File: src/rtl/uart_fpu_sequencer.sv
// -----------------------------------------------------------------------------
// uart_fpu_sequencer
//
// Top-level scheduler of the UART test harness. It collects one operand A and
// one operand B from the UART receive path (in either order), launches a single
// FPU operation, and waits a bounded number of cycles for the result. It then
// sends the result MSB-first, one byte at a time, to the UART transmitter using
// a start/done handshake.
//
// Ports:
//   i_clk         system clock
//   i_rst_n       asynchronous active-low reset
//   i_done_a      one-cycle pulse, i_data_a valid
//   i_data_a      operand A word
//   i_done_b      one-cycle pulse, i_data_b valid
//   i_data_b      operand B word
//   o_fpu_start   one-cycle FPU launch pulse
//   o_fpu_a       latched operand A (stable until the next capture)
//   o_fpu_b       latched operand B (stable until the next capture)
//   i_fpu_valid   one-cycle pulse, i_fpu_result valid
//   i_fpu_result  FPU result word
//   o_tx_start    one-cycle pulse, transmit o_tx_data
//   o_tx_data     byte to transmit (held while waiting for i_tx_done)
//   i_tx_done     one-cycle pulse, byte fully sent
//   o_busy        high in every state except IDLE
//   o_timeout     one-cycle pulse when the FPU result never arrived
//   o_drop        one-cycle pulse when an operand pulse was ignored
// -----------------------------------------------------------------------------
module uart_fpu_sequencer #(
  parameter int SIZE_DATA      = 32,
  parameter int SIZE_BYTE      = 8,
  parameter int TIMEOUT_CYCLES = 1024
) (
  input  logic                 i_clk,
  input  logic                 i_rst_n,
  input  logic                 i_done_a,
  input  logic [SIZE_DATA-1:0] i_data_a,
  input  logic                 i_done_b,
  input  logic [SIZE_DATA-1:0] i_data_b,
  output logic                 o_fpu_start,
  output logic [SIZE_DATA-1:0] o_fpu_a,
  output logic [SIZE_DATA-1:0] o_fpu_b,
  input  logic                 i_fpu_valid,
  input  logic [SIZE_DATA-1:0] i_fpu_result,
  output logic                 o_tx_start,
  output logic [SIZE_BYTE-1:0] o_tx_data,
  input  logic                 i_tx_done,
  output logic                 o_busy,
  output logic                 o_timeout,
  output logic                 o_drop
);

  localparam int NBYTES = SIZE_DATA / SIZE_BYTE;
  localparam int IDX_W  = (NBYTES > 1) ? $clog2(NBYTES) : 1;
  // Counter only has to reach TIMEOUT_CYCLES-1.
  localparam int CNT_W  = (TIMEOUT_CYCLES > 2) ? $clog2(TIMEOUT_CYCLES) : 1;

  localparam logic [IDX_W-1:0] LAST_IDX  = IDX_W'(NBYTES - 1);
  localparam logic [CNT_W-1:0] CNT_LIMIT = CNT_W'(TIMEOUT_CYCLES - 1);

  typedef enum logic [2:0] {
    S_IDLE     = 3'd0,
    S_ISSUE    = 3'd1,
    S_WAIT_FPU = 3'd2,
    S_SEND     = 3'd3,
    S_WAIT_TX  = 3'd4
  } state_t;

  state_t               r_state;
  logic                 r_have_a;
  logic                 r_have_b;
  logic [SIZE_DATA-1:0] r_result;
  logic [IDX_W-1:0]     r_idx;
  logic [CNT_W-1:0]     r_cnt;

  logic [SIZE_BYTE-1:0] w_bytes [NBYTES];
  logic [IDX_W-1:0]     w_idx_inc;
  logic [SIZE_BYTE-1:0] w_first_byte;

  // Byte k of the latched result, most significant byte first.
  generate
    for (genvar gi = 0; gi < NBYTES; gi++) begin : g_bytes
      assign w_bytes[gi] = r_result[SIZE_DATA-1-gi*SIZE_BYTE -: SIZE_BYTE];
    end
  endgenerate

  assign w_idx_inc    = r_idx + IDX_W'(1);
  // The first byte comes straight from the FPU bus so o_tx_start can follow
  // i_fpu_valid by a single cycle.
  assign w_first_byte = i_fpu_result[SIZE_DATA-1 -: SIZE_BYTE];

  always_ff @(posedge i_clk or negedge i_rst_n) begin
    if (!i_rst_n) begin
      r_state     <= S_IDLE;
      r_have_a    <= 1'b0;
      r_have_b    <= 1'b0;
      r_result    <= '0;
      r_idx       <= '0;
      r_cnt       <= '0;
      o_fpu_start <= 1'b0;
      o_fpu_a     <= '0;
      o_fpu_b     <= '0;
      o_tx_start  <= 1'b0;
      o_tx_data   <= '0;
      o_busy      <= 1'b0;
      o_timeout   <= 1'b0;
      o_drop      <= 1'b0;
    end else begin
      // Pulse outputs default low; each branch raises them for one cycle.
      o_fpu_start <= 1'b0;
      o_tx_start  <= 1'b0;
      o_timeout   <= 1'b0;
      o_drop      <= 1'b0;

      case (r_state)
        S_IDLE: begin
          if (i_done_a) begin
            o_fpu_a  <= i_data_a;
            r_have_a <= 1'b1;
          end
          if (i_done_b) begin
            o_fpu_b  <= i_data_b;
            r_have_b <= 1'b1;
          end
          // Decision uses the flags as they stood before this edge, so the
          // launch always comes one cycle after the pair is complete.
          if (r_have_a && r_have_b) begin
            r_state     <= S_ISSUE;
            o_fpu_start <= 1'b1;
            o_busy      <= 1'b1;
          end
        end

        S_ISSUE: begin
          r_have_a <= 1'b0;
          r_have_b <= 1'b0;
          r_cnt    <= '0;
          r_state  <= S_WAIT_FPU;
        end

        S_WAIT_FPU: begin
          // A result arriving on the limit cycle still wins over the timeout.
          if (i_fpu_valid) begin
            r_result   <= i_fpu_result;
            r_idx      <= '0;
            o_tx_data  <= w_first_byte;
            o_tx_start <= 1'b1;
            r_state    <= S_SEND;
          end else if (r_cnt == CNT_LIMIT) begin
            o_timeout <= 1'b1;
            o_busy    <= 1'b0;
            r_state   <= S_IDLE;
          end else begin
            r_cnt <= r_cnt + CNT_W'(1);
          end
        end

        S_SEND: begin
          r_state <= S_WAIT_TX;
        end

        S_WAIT_TX: begin
          if (i_tx_done) begin
            if (r_idx == LAST_IDX) begin
              o_busy  <= 1'b0;
              r_state <= S_IDLE;
            end else begin
              r_idx      <= w_idx_inc;
              o_tx_data  <= w_bytes[w_idx_inc];
              o_tx_start <= 1'b1;
              r_state    <= S_SEND;
            end
          end
        end

        default: begin
          o_busy  <= 1'b0;
          r_state <= S_IDLE;
        end
      endcase

      // Operands can only be accepted in IDLE; anything else is reported.
      if ((r_state != S_IDLE) && (i_done_a || i_done_b)) begin
        o_drop <= 1'b1;
      end
    end
  end

endmodule

File: config.mk
export PLATFORM = sky130hd
export DESIGN_NAME = uart_fpu_sequencer
export DESIGN_NICKNAME = d
export VERILOG_FILES = /design/src/rtl/uart_fpu_sequencer.sv
export SDC_FILE = /design/constraint.sdc
export NUM_CORES = 1
export LEC_CHECK = 0
export CAP_MARGIN = 20
export CORE_UTILIZATION = 45
export DETAILED_ROUTE_END_ITERATION = 12
export PLACE_DENSITY = 0.79
export SYNTH_ARGS = -nofsm -noshare
export SYNTH_HDL_FRONTEND = slang
export SYNTH_SLANG_ARGS = --single-unit
File: constraint.sdc
create_clock -name i_clk -period 4.86 [get_ports i_clk]
set_input_delay 0.972 -clock i_clk [delete_from_list [all_inputs] [get_ports i_clk]]
set_output_delay 0.972 -clock i_clk [all_outputs]
set_load 0.01 [all_outputs]
==> flow_summary.rst <==
.. list-table::
   :header-rows: 1

   * - Metric
     - Value
   * - Relative max-transition margin
     - 40.2%
   * - Mean number of vias per cell
     - 5.23
   * - Final hold viol count
     - 0
   * - Count of flip-flops with a built-in enable after synthesis
     - 0
   * - RSZ-0062 raised after global routing
     - false
   * - Number of different library cells in the post-synthesis netlist
     - 43
   * - Crit Path Class
     - in -> reg
   * - Dpl hpwl
     - 9.08 mm
   * - Worst Hold Slack
     - 0.499 ns
   * - Data arrival time of the worst path
     - 3.46 ns
   * - Die area
     - 12100 µm²
   * - Clock tree from TritonCTS
     - done
   * - Share of final-layout standard cells stronger than drive strength 1
     - 27.6%
   * - Grt ovf
     - 0
   * - Count of mapped cells out of synthesis
     - 359
   * - Width of the die
     - 110 µm
   * - Clock period minus worst slack
     - 3.17 ns
   * - Worst IR drop on VDD
     - 364 µV
   * - Startpoint of the worst register-to-register path
     - r_state[0]
   * - Most numerous cell in the Yosys netlist
     - sky130_fd_sc_hd__dfrtp_1
   * - Upper clock frequency limit
     - 315 MHz
   * - CP required
     - 5.14 ns
   * - Seq cells post-synth
     - 126
   * - Vias
     - 3611
   * - Netlist area before placement
     - 5230 µm²
   * - Endpoints failing setup
     - 0
   * - Nets
     - 643
   * - Setup Buffers After CTS
     - 0
   * - Launching element of the worst setup path
     - i_fpu_valid
   * - Total Wirelength
     - 12.6 mm
   * - Vertical extent of the die
     - 110 µm
   * - Fraction of registers with async set/reset
     - 100%
   * - Top cell types by occurrence after synthesis
     - 126 x sky130_fd_sc_hd__dfrtp_1, 98 x sky130_fd_sc_hd__mux2_2, 18 x sky130_fd_sc_hd__nand2_1
   * - Count of hold-fix buffers inserted at cts
     - 0
   * - Peak fanout along the critical path
     - 34
   * - Number of gates resized after cts
     - 0
   * - IO Pins
     - 179
   * - Wire per inst
     - 18.2 µm
   * - Drt first pass iters
     - 4
   * - Predominant post-synthesis flop cell
     - sky130_fd_sc_hd__dfrtp_1
   * - Final Max Tran Viols
     - 0
   * - Final Core Density
     - 69.6%
   * - Hold path startpoint
     - r_result[7]
   * - Syn_area_per_cell
     - 14.6 µm²
   * - Tightest Pin Transition
     - 0.896 ns
   * - Net count after synthesis
     - 463
   * - Num CTS Buffers
     - 17
   * - Effective utilization at floorplan
     - 47.2%
   * - Global-route usage over all layers
     - 22.7%
   * - Core region area
     - 11100 µm²
   * - Largest net degree at the start of global routing
     - 50
   * - Area contributors post-synth
     - sky130_fd_sc_hd__dfrtp_1 60%, sky130_fd_sc_hd__mux2_2 21%, sky130_fd_sc_hd__mux4_2 3.4%, sky130_fd_sc_hd__a2bb2oi_1 1.3%, sky130_fd_sc_hd__nand2_1 1.3%
   * - 1st-iter DRT viols
     - 107
   * - Buffers from clock root to sink, at most
     - 2
   * - Routed Antenna Nets
     - 0
   * - Type of element capturing the critical path
     - register
   * - Number of global-route vias before repair
     - 3836
   * - Fill cell instance count of the final layout
     - 776
   * - Ant diodes
     - 0
   * - Post-route clock period utilization
     - 65.3%
   * - Total number of yosys warnings
     - 0
   * - Part of the Yosys area used for sequential elements
     - 60.3%
   * - Result of the run
     - finished, final reports clean
   * - Initial antenna violation count
     - 0
   * - FP Rows
     - 38
   * - Area delta synth->final
     - 47.4%
   * - Number of H-tree levels
     - 4
   * - Number of sinks driven by the clock tree
     - 126
   * - Clock latency reported for the late side of the worst-skew pair
     - 0.40 ns
   * - Final worst clock skew
     - 0.00584 ns
   * - Drt drc
     - 0
   * - Clk Tree Root Cell
     - sky130_fd_sc_hd__clkbuf_16
   * - Power density over cell area
     - 666 nW/µm²
   * - Placed standard-cell area
     - 7110 µm²
   * - Portion of synthesized cell area occupied by the leading cell type
     - 60.3%
   * - Library cell with the largest summed area after synthesis
     - sky130_fd_sc_hd__dfrtp_1
   * - First-pass GRT wire length
     - 20.0 mm
   * - Final cell area excluding filler cells
     - 7710 µm²
   * - Count of port buffers added during placement
     - 178
   * - Setup TNS
     - 0 ns
   * - Final RePlAce weighted congestion
     - 0.803
   * - P_leak
     - 3.21 nW
   * - Kind of start point of the critical path
     - input port
   * - Worst hold-check path type
     - reg -> reg
   * - Number of max-cap violations
     - 0
   * - Clock-pin slew on the worst setup and hold paths
     - 0.05 ns
## routing by layer
layer	GRT usage [%]	wire, µm
met1	25.7	4890
met2	41.3	6980
met3	5.63	490
met4	8.10	195
met5	0	0
## where the power goes
| part | internal, mW | leakage [nW] | switching (mW) |
|---|---|---|---|
| Sequential | 1.55 | 1.50 | 0.306 |
| Combinational | 1.26 | 1.43 | 0.760 |
| Clock | 0.829 | 0.281 | 0.433 |
| Total | 3.64 | 3.21 | 1.50 |
## sequential cells by signal, summed over array words and instances (netlist names), 2 cells and up
register / count
o_fpu_a: 32
o_fpu_b: 32
r_result: 32
r_cnt: 10
o_tx_data: 8
r_state: 3
r_idx: 2
## per-stage QoR
| stage | setup WS (ns) | cells | power [mW] |
|---|---|---|---|
| finish | 1.69 | 691 | 5.14 |
| global route | 1.52 | 691 | 5.41 |
| detailed placement | 1.29 | 660 | 3.91 |
| global placement | 1.41 | 660 | 3.83 |
| CTS | 1.70 | 691 | 5.19 |
| floorplan | 2.48 | 359 | 2.93 |
## final cells by class
class | count | area [µm²] | area share (%)
Clock inverter | 10 | 139 | 1.80
Clock buffer | 21 | 460 | 5.98
Tap cell | 140 | 175 | 2.27
Timing Repair Buffer | 182 | 1810 | 23.5
Sequential cell | 126 | 3150 | 40.9
Multi-Input combinational cell | 207 | 1950 | 25.3
Inverter | 5 | 18.8 | 0.244
## path summary, 6_finish.rpt
check                           slack, ns            to  cells past startpoint
worst min-delay path                 0.50   r_result[7]                      1
worst max-delay path                 1.69  o_tx_data[3]                      5
worst max register to register       2.18  o_tx_data[3]                      4
max in group asynchronous            3.23  r_result[29]                      2
worst min register to register       0.50   r_result[7]                      1
min in group asynchronous            0.59   o_fpu_b[18]                      1
## cells in the final DEF, fill, tap and decap left out, types with 3 or more instances in the layout
| cell type | count |
|---|---|
| sky130_fd_sc_hd__nor3_1 | 5 |
| sky130_fd_sc_hd__and3_1 | 3 |
| sky130_fd_sc_hd__bufinv_16 | 3 |
| sky130_fd_sc_hd__nand3_1 | 5 |
| sky130_fd_sc_hd__clkbuf_16 | 17 |
| sky130_fd_sc_hd__buf_4 | 5 |
| sky130_fd_sc_hd__nand2_1 | 18 |
| sky130_fd_sc_hd__inv_1 | 3 |
| sky130_fd_sc_hd__mux2_2 | 98 |
| sky130_fd_sc_hd__and3_2 | 4 |
| sky130_fd_sc_hd__mux4_2 | 8 |
| sky130_fd_sc_hd__a21oi_1 | 10 |
| sky130_fd_sc_hd__nor2_1 | 6 |
| sky130_fd_sc_hd__a21o_1 | 4 |
| sky130_fd_sc_hd__a211o_1 | 4 |
| sky130_fd_sc_hd__dfrtp_1 | 126 |
| sky130_fd_sc_hd__clkinvlp_4 | 4 |
| sky130_fd_sc_hd__a2bb2oi_1 | 8 |
| sky130_fd_sc_hd__o21ai_0 | 5 |
| sky130_fd_sc_hd__clkdlybuf4s50_1 | 177 |
## cells by family after synthesis
group	share of synthesized area, %
AO/OA/AOI/OAI	5.60
XOR/XNOR	0.335
adder cells (fa/ha/maj)	0.479
buffers and inverters	2.49
flip-flops	60.3
multiplexers	24.9
AND/OR/NAND/NOR	5.86
## worst max-delay path, cell delays in order
cell	delay, ns
sky130_fd_sc_hd__clkdlybuf4s50_1	0.47
sky130_fd_sc_hd__and4bb_2	0.54
sky130_fd_sc_hd__a21oi_1	0.75
sky130_fd_sc_hd__clkinv_1	0.48
sky130_fd_sc_hd__a2bb2oi_1	0.24
No activity file was read; power rests on OpenSTA's default activity.
